$ cat config.mk
export PLATFORM = sky130hd
export DESIGN_NAME = frame_source_scheduler
export DESIGN_NICKNAME = d
export VERILOG_FILES = /design/src/rtl/eth_helper_pkg.sv /design/src/rtl/rr_arbiter.sv /design/src/rtl/frame_source_scheduler.sv
export SDC_FILE = /design/constraint.sdc
export NUM_CORES = 1
export LEC_CHECK = 0
export ABC_CLOCK_PERIOD_IN_PS = 3700
export BUFFER_PORTS_ARGS = -buffer_cell sky130_fd_sc_hd__buf_2
export CAP_MARGIN = 25
export CORE_AREA = 2 2 147 149
export DETAILED_ROUTE_END_ITERATION = 12
export DIE_AREA = 0 0 149 151
export HOLD_SLACK_MARGIN = 0.05
export SLEW_MARGIN = 20
export SYNTH_ARGS = -nofsm -noshare
export SYNTH_HDL_FRONTEND = slang
export SYNTH_SLANG_ARGS = --single-unit
$ cat constraint.sdc
create_clock -name ACLK -period 3.7 [get_ports ACLK]
set_clock_uncertainty 0.2 [all_clocks]
set_input_delay 1.11 -clock ACLK [delete_from_list [all_inputs] [get_ports ACLK]]
set_output_delay 1.11 -clock ACLK [all_outputs]
set_load 0.02 [all_outputs]
$ cat src/rtl/eth_helper_pkg.sv
// Shared types and sizing helpers for the Ethernet frame-forming blocks.
package eth_helper_pkg;

  typedef enum logic [1:0] {
    IDLE = 2'd0,
    BUSY = 2'd1,
    GAP  = 2'd2
  } sched_state_t;

  localparam int FRAME_CNT_W = 32;

  function automatic int GRANT_W(input int n);
    return (n > 1) ? $clog2(n) : 1;
  endfunction

endpackage

$ cat src/rtl/rr_arbiter.sv
// Combinational rotating-priority arbiter: the first requester after the
// previous winner (wrapping) wins.
module rr_arbiter
  import eth_helper_pkg::*;
#(
  parameter  int NUM_REQ = 4,
  localparam int GW      = GRANT_W(NUM_REQ)
) (
  input  logic [NUM_REQ-1:0] req_i,
  input  logic [GW-1:0]      last_i,
  output logic [GW-1:0]      winner_o,
  output logic               any_o
);

  int idx;

  // Scan from farthest to nearest so the nearest requester is assigned last.
  always_comb begin
    winner_o = '0;
    idx      = 0;
    for (int k = NUM_REQ; k >= 1; k--) begin
      idx = (int'(last_i) + k) % NUM_REQ;
      if (req_i[GW'(idx)]) begin
        winner_o = GW'(idx);
      end
    end
  end

  assign any_o = |req_i;

endmodule

$ cat src/rtl/frame_source_scheduler.sv
// Round-robin scheduler sharing one frame-former datapath between NUM_SRC
// sample FIFOs, one grant per frame with an enforced idle gap between frames.
module frame_source_scheduler
  import eth_helper_pkg::*;
#(
  parameter int NUM_SRC    = 4,
  parameter int DATA_WIDTH = 64,
  parameter int GAP_CYCLES = 12
) (
  input  logic                          ACLK,
  input  logic                          ARESET,
  input  logic                          enable,
  input  logic [NUM_SRC-1:0]            src_empty,
  input  logic [NUM_SRC*DATA_WIDTH-1:0] src_data,
  output logic [NUM_SRC-1:0]            src_rd,
  output logic                          ff_empty,
  output logic [DATA_WIDTH-1:0]         ff_data,
  input  logic                          ff_ready,
  input  logic                          axis_tvalid,
  input  logic                          axis_tready,
  input  logic                          axis_tlast,
  output logic [GRANT_W(NUM_SRC)-1:0]   grant_id,
  output logic                          grant_valid,
  output logic [FRAME_CNT_W-1:0]        frame_count,
  output logic [NUM_SRC-1:0]            underflow,
  output logic [1:0]                    sched_state
);

  localparam int GW      = GRANT_W(NUM_SRC);
  localparam int GAP_EFF = (GAP_CYCLES < 1) ? 1 : GAP_CYCLES;
  localparam int GAP_W   = $clog2(GAP_EFF + 1);
  localparam logic [GAP_W-1:0] GAP_LOAD = GAP_W'(GAP_EFF - 1);

  sched_state_t           state_q, state_d;
  logic [GAP_W-1:0]       gap_cnt_q, gap_cnt_d;
  logic [GW-1:0]          grant_id_q, grant_id_d;
  logic [GW-1:0]          last_grant_q, last_grant_d;
  logic [FRAME_CNT_W-1:0] frame_cnt_q, frame_cnt_d;
  logic [NUM_SRC-1:0]     underflow_q, underflow_d;

  logic [NUM_SRC-1:0]     src_req;
  logic [GW-1:0]          arb_winner;
  logic                   arb_any;
  logic                   frame_done;
  logic                   busy;

  assign src_req    = ~src_empty;
  assign frame_done = axis_tvalid & axis_tready & axis_tlast;
  assign busy       = (state_q == BUSY);

  rr_arbiter #(
    .NUM_REQ (NUM_SRC)
  ) u_arb (
    .req_i    (src_req),
    .last_i   (last_grant_q),
    .winner_o (arb_winner),
    .any_o    (arb_any)
  );

  always_ff @(posedge ACLK) begin
    if (ARESET) begin
      state_q      <= IDLE;
      gap_cnt_q    <= '0;
      grant_id_q   <= '0;
      last_grant_q <= GW'(NUM_SRC - 1);
      frame_cnt_q  <= '0;
      underflow_q  <= '0;
    end else begin
      state_q      <= state_d;
      gap_cnt_q    <= gap_cnt_d;
      grant_id_q   <= grant_id_d;
      last_grant_q <= last_grant_d;
      frame_cnt_q  <= frame_cnt_d;
      underflow_q  <= underflow_d;
    end
  end

  always_comb begin
    state_d      = state_q;
    gap_cnt_d    = gap_cnt_q;
    grant_id_d   = grant_id_q;
    last_grant_d = last_grant_q;
    frame_cnt_d  = frame_cnt_q;
    underflow_d  = underflow_q;
    unique case (state_q)
      IDLE: begin
        if (enable && arb_any) begin
          grant_id_d   = arb_winner;
          last_grant_d = arb_winner;
          state_d      = BUSY;
        end
      end
      BUSY: begin
        // A read request against an empty FIFO keeps the frame going on the stale head word.
        for (int i = 0; i < NUM_SRC; i++) begin
          if ((grant_id_q == GW'(i)) && ff_ready && src_empty[i]) begin
            underflow_d[i] = 1'b1;
          end
        end
        if (frame_done) begin
          frame_cnt_d = frame_cnt_q + 1'b1;
          gap_cnt_d   = GAP_LOAD;
          state_d     = GAP;
        end
      end
      GAP: begin
        if (gap_cnt_q == '0) begin
          state_d = IDLE;
        end else begin
          gap_cnt_d = gap_cnt_q - 1'b1;
        end
      end
      default: state_d = IDLE;
    endcase
  end

  always_comb begin
    ff_data = '0;
    src_rd  = '0;
    for (int i = 0; i < NUM_SRC; i++) begin
      if (grant_id_q == GW'(i)) begin
        ff_data   = src_data[i*DATA_WIDTH +: DATA_WIDTH];
        src_rd[i] = busy & ff_ready & ~src_empty[i];
      end
    end
  end

  assign ff_empty    = ~busy;
  assign grant_valid = busy;
  assign grant_id    = grant_id_q;
  assign frame_count = frame_cnt_q;
  assign underflow   = underflow_q;
  assign sched_state = state_q;

endmodule

==> metrics, run 1 <==
status complete, no violations; drt total wl between 20,000 and 25,000 um; most frequent cells in the layout buf_2, mux4_2, dfxtp_1; Final Hold Violating Endpoints 0; Area Growth Syn to Fin 61.2%; count of different cell masters after synthesis 43; Final Cycle Share approximately nine tenths; CP Max Fanout 19; die area ~22,000 um2; largest net degree at the start of global routing 49; number of global-route vias before repair ~4,600; HPWL after DPL a little over 20,000 um; Worst Path Required approximately 2.4 ns; CTS resizes 0; pwr/cell area about 270 nW/um2; Final #Nets between 900 and 1,000; worst stage delay on the critical path approximately 0.59 ns; Core ar. ~21,000 um2; Clock Pin Slew Worst Setup and Hold Paths 0.06 ns; FF+latch count, synth 46; die height around 150 um; post-route ant nets 0; minimum clock period roughly 3.3 ns; Die W about 150 um; Initial DRC Count around 270; number of vias per cell slightly below 5; drt pass-1 iters 4; Synthesized Nets 625; Top Family by Delay on Critical Path flip-flops; setup TNS 0 ns; antenna violations before repair 8; Syn. warnings 0; Max-cap violations 0; # Post-CTS Setup Buffers 0; CP Buf/Inv Count 2; FF+latch area ~930 um2; fraction of synthesis flops using an asynchronous set or reset pin 0%; crit path kind reg2out; Max-slew headroom a little over half; worst setup margin 0.427 ns; RSZ-0062 raised after global routing false; first-pass GRT wire length between 30,000 and 40,000 um; ys flop type dfxtp_1; clock root cell clkbuf_16; total gr overflow 0; via count about 4,800; pre-CTS WS between 0.4 and 0.5 ns; Slowest cell on crit path dfxtp_4; Worst-Margin Slew slightly below 0.7 ns; clock latency on the worst-skew pair 0.28 ns; FP Rows 53; fillcell total approximately 2,200; IO Count 377; CTS max path bufs 2; layout cells sized above 1 between 60% and 70%; Hold WC Path Type reg2reg; fmax a little over 300 MHz; crit path DAT 1.96 ns; drc violations 0; setup violators final 0; routability cong. 0.998; number of port buffers about 380; number of synthesized flops with an enable pin 0; commonest non-fill, non-tap cell in the layout buf_2; fin. max-slew vios 0; Syn Inst Count ~360; Worst IR Drop VDD approximately 0.00017 V; CP Launch Type register; area of the multi-input gates approximately 2700 um2; H-Tree Depth 2; critical-path cell list buf_4 -> mux4_2 -> buf_2; CTS tree yes; clock sink count 46; final core utilization between 20% and 30%; TritonCTS buffer count 5; Starting Density 18.4%; drt wl/cell about 23 um; mean area per synthesized cell 10.8 um2; Final Power approximately 0.0017 W; GRT Overall Usage between 10% and 20%; # hold bufs at CTS 0; post-synthesis instance area ~3800 um2; Leak between 2 and 3 nW; Setup crit end kind primary output; register area share after synthesis 24.0%
-- kinds of logic after synthesis --
kind of cell / after synthesis / synth area share, %
compound gates: 39 / 6.57
xor+xnor: 10 / 2.29
fa+ha+maj: 2 / 0.653
buf+inv: 39 / 4.18
flops: 46 / 24.0
mux: 79 / 42.0
simple gates: 141 / 20.3
-- stage by stage --
step / instances / area [um2] / hold slack, ns
floorplan: 356 / 3830 / 0.256
global placement: 985 / 6020 / 0.249
detailed placement: 985 / 6020 / 0.255
CTS: 993 / 6160 / 0.271
global route: 994 / 6170 / 0.298
finish: 997 / 6170 / 0.265
-- worst paths after layout --
check	startpoint	end	slack (ns)	cells after the start
worst max-delay path	grant_id[0]$_SDFFE_PP0P_	ff_data[33]	0.43	3
worst min-delay path	underflow[1]$_SDFFE_PP0P_	underflow[1]$_SDFFE_PP0P_	0.26	2
worst max register to register	sched_state[0]$_SDFFE_PP0P_	frame_count[31]$_SDFFE_PP0P_	1.42	5
worst min register to register	underflow[1]$_SDFFE_PP0P_	underflow[1]$_SDFFE_PP0P_	0.26	2
-- final cells by class --
type	instances	share of cell area (%)
well taps	275	5.57
repair buffers	384	31.9
inverters	9	0.547
clock buffers	5	2.03
diodes	4	0.162
multi-input cells	271	44.5
clock inverters	3	0.263
flip-flops and latches	46	15.0
-- sequential cells by signal, indices dropped and copies added (netlist names) --
register	flops
frame_count	32
gap_cnt_q	4
underflow	4
grant_id	2
last_grant_q	2
sched_state	2
-- per-layer routing --
layer	vias up	part of all wire [%]	routed length, um	track usage (%)
li1	2153	-	-	-
met1	2365	44	10200	27.0
met2	248	45	10500	30.3
met3	18	10	2370	7.32
met4	4	0.61	142	2.00
met5	-	0.10	24	0
-- power breakdown --
part           total, W  switching [W]  internal [W]
Sequential     0.000535      0.0000332      0.000502
Combinational  0.000709       0.000369      0.000340
Clock          0.000438       0.000191      0.000247
Total           0.00168       0.000594       0.00109
-- cell usage after synthesis, types with 4 or more instances --
cell type / n / area share, %
mux4_2: 64 / 38
dfxtp_1: 46 / 24
nor2_1: 38 / 3.7
nor4_1: 17 / 2.8
a21oi_1: 14 / 1.8
clkbuf_1: 14 / 1.4
nand3_1: 14 / 1.8
mux2_2: 13 / 3.8
nor2b_1: 13 / 2.1
buf_2: 11 / 1.4
nand2_1: 10 / 0.98
nand4_1: 10 / 1.6
inv_1: 9 / 0.88
o31ai_1: 7 / 1.4
or4_1: 7 / 1.4
xor2_1: 7 / 1.6
nor3_1: 6 / 0.78
and4_1: 5 / 1.1
buf_1: 5 / 0.49
o21ai_0: 5 / 0.65
and3_1: 4 / 0.65
nand2b_1: 4 / 0.65
or3_1: 4 / 0.65
-- worst register-to-register path, delay by kind of cell, from the launching register on --
family | cells | cell delay (ns)
AND/OR/NAND/NOR | 3 | 0.89
flip-flops | 1 | 0.50
multiplexers | 1 | 0.37
buffers and inverters | 1 | 0.21
No activity file was read; power rests on OpenSTA's default activity.
==> run 2, diff against run 1 <==
CORE_AREA = 2 2 148 150   (was 2 2 147 149)
DIE_AREA = 0 0 150 152   (was 0 0 149 151)
SYNTH_HIERARCHICAL = 1   (was unset)
==> metrics, run 2 <==
status complete, no violations; die area roughly 23,000 um2; CTS tree yes; Worst Path Required 2.39 ns; fraction of synthesis flops using an asynchronous set or reset pin 0%; Worst-Margin Slew 0.644 ns; Clock Pin Slew Worst Setup and Hold Paths 0.06 ns; via count 4,557; pwr/cell area around 270 nW/um2; fmax about 300 MHz; post-route ant nets 0; FP Rows 54; top-count cell post-synth mux4_2; minimum clock period between 3 and 4 ns; synth top area cells mux4_2, dfxtp_1, nor2_1; post-synthesis instance area about 3700 um2; TritonCTS buffer count 5; total gr overflow 0; Final Hold Violating Endpoints 0; crit path DAT 1.99 ns; final hold slack 0.265 ns; clock latency on the worst-skew pair roughly 0.28 ns; mean area per synthesized cell roughly 11 um2; Leak 2.78 nW; Worst IR Drop VDD 0.000230 V; GR Util met1 a little over a quarter; ys flop type dfxtp_1; Max-cap violations 0; Area Growth Syn to Fin 64.7%; share of the synthesized area in the top cell type 39.0%; Synthesized Nets 608; Die W approximately 150 um; GR Util met3 just over 5%; CTS max path bufs 2; Hold WC Path Type reg2reg; first-pass GRT wire length about 32,000 um; Final Cycle Share 89.2%; area leader, netlist mux4_2; routability cong. between 1 and 1.5; Initial DRC Count roughly 260; Max-slew headroom ~57%; # Post-CTS Setup Buffers 0; number of synthesized flops with an enable pin 0; CP Launch Type register; register area share after synthesis 24.9%; number of vias per cell about 4.6; max reg flops 32; HPWL after DPL approximately 21,000 um; die height around 150 um; # hold bufs at CTS 0; count of different cell masters after synthesis 36; GR Layer Usage met2 between 30% and 40%; number of port buffers 376; fin. max-slew vios 0; most frequent cells in the layout buf_2, mux4_2, nor2_1, dfxtp_1, nand2_1; largest net degree at the start of global routing between 40 and 50; drt pass-1 iters 4; Core ar. about 21,000 um2; drt wl/cell roughly 24 um; drt total wl roughly 23,000 um; setup violators final 0; number of global-route vias before repair between 4,000 and 5,000; H-Tree Depth 2; Syn. warnings 6; CTS resizes 0; Syn Inst Count 339; drc violations 0; RSZ-0062 raised after global routing false; layout cells sized above 1 66.5%; IO Count roughly 380; Starting Density 17.3%; Setup crit end kind primary output; clock root cell clkbuf_16; crit path kind reg2out; FF+latch count, synth between 40 and 50; setup TNS 0 ns; clock sink count 46; CP Max Fanout 31; Final #Nets 973; busiest layer in global routing met2; antenna violations before repair 11; commonest non-fill, non-tap cell in the layout buf_2; GRT Overall Usage approximately 20%; Post-synth top cells mux4_2, dfxtp_1, nor2_1, nand2_1, xor2_1
==> run 2: changes by cell type after synthesis, sizes merged, moves of 3 or more <==
cell	change
xor2	+9
xnor2	+9
nor2	+6
nor4	-11
nor3	+3
nor2b	-12
or4	-7
o31ai	-7
and3	+7
nand4	+3
o21a	-3
mux2	-12
buf	-8
nand2	+14
==> run 2: layout make-up <==
| type | instances | area [um2] |
|---|---|---|
| Tap cell | 280 | 350 |
| Clock buffer | 6 | 150 |
| Clock inverter | 2 | 10.0 |
| Antenna cell | 4 | 10.0 |
| Multi-Input combinational cell | 260 | 2640 |
| Fill cell | 2299 | 15300 |
| Sequential cell | 46 | 928 |
| Timing Repair Buffer | 381 | 1960 |
| Inverter | 10 | 37.5 |
==> run 2: power by group <==
part | switching [W] | internal, W | total (W)
Combinational | 0.000333 | 0.000313 | 0.000645
Clock | 0.000187 | 0.000289 | 0.000476
Sequential | 0.0000289 | 0.000502 | 0.000531
Total | 0.000548 | 0.00110 | 0.00165
==> run 2: cell families (layout without fill, tap and decap cells) <==
logic type | count (synthesis) | after routing | share of synthesized area [%]
adder cells (fa/ha/maj) | 2 | 2 | 0.677
flip-flops | 46 | 46 | 24.9
buffers and inverters | 33 | 399 | 3.59
other | 0 | 4 | 0
XOR/XNOR | 28 | 28 | 6.64
AO/OA/AOI/OAI | 26 | 26 | 4.27
AND/OR/NAND/NOR | 138 | 138 | 20.3
multiplexers | 66 | 66 | 39.6
==> run 2: worst paths after layout <==
kind / cells after the start / start / end / slack [ns]
setup / recovery: 3 / grant_id[0]$_SDFFE_PP0P_ / ff_data[34] / 0.40
hold / removal: 2 / underflow[0]$_SDFFE_PP0P_ / underflow[0]$_SDFFE_PP0P_ / 0.26
setup reg to reg: 6 / frame_count[0]$_SDFFE_PP0P_ / frame_count[24]$_SDFFE_PP0P_ / 1.42
hold reg to reg: 2 / underflow[0]$_SDFFE_PP0P_ / underflow[0]$_SDFFE_PP0P_ / 0.26
==> run 2: worst max-delay path, cell delays in order, from the launching register on <==
cell and delay (ns):
dfxtp_4 0.60, buf_12 0.30, mux4_2 0.58, buf_2 0.21
==> run 2: per-layer routing <==
metal | wire length [um] | vias up
met5 | 13 | -
met2 | 10800 | 245
met3 | 2020 | 14
met4 | 153 | 2
met1 | 10300 | 2247
li1 | - | 2049
==> run 2: through the flow <==
| step | setup slack, ns | power [W] | instances | util [%] | cell area [um2] |
|---|---|---|---|---|---|
| after floorplan | 0.569 | 0.000877 | 339 | - | 3690 |
| after global placement | 0.412 | 0.00119 | 977 | 27.7 | 5910 |
| after detailed placement | 0.413 | 0.00119 | 977 | 27.7 | 5910 |
| after CTS | 0.347 | 0.00167 | 985 | 28.5 | 6070 |
| after global routing | 0.290 | 0.00173 | 986 | 28.5 | 6080 |
| final | 0.401 | 0.00165 | 989 | 28.5 | 6080 |
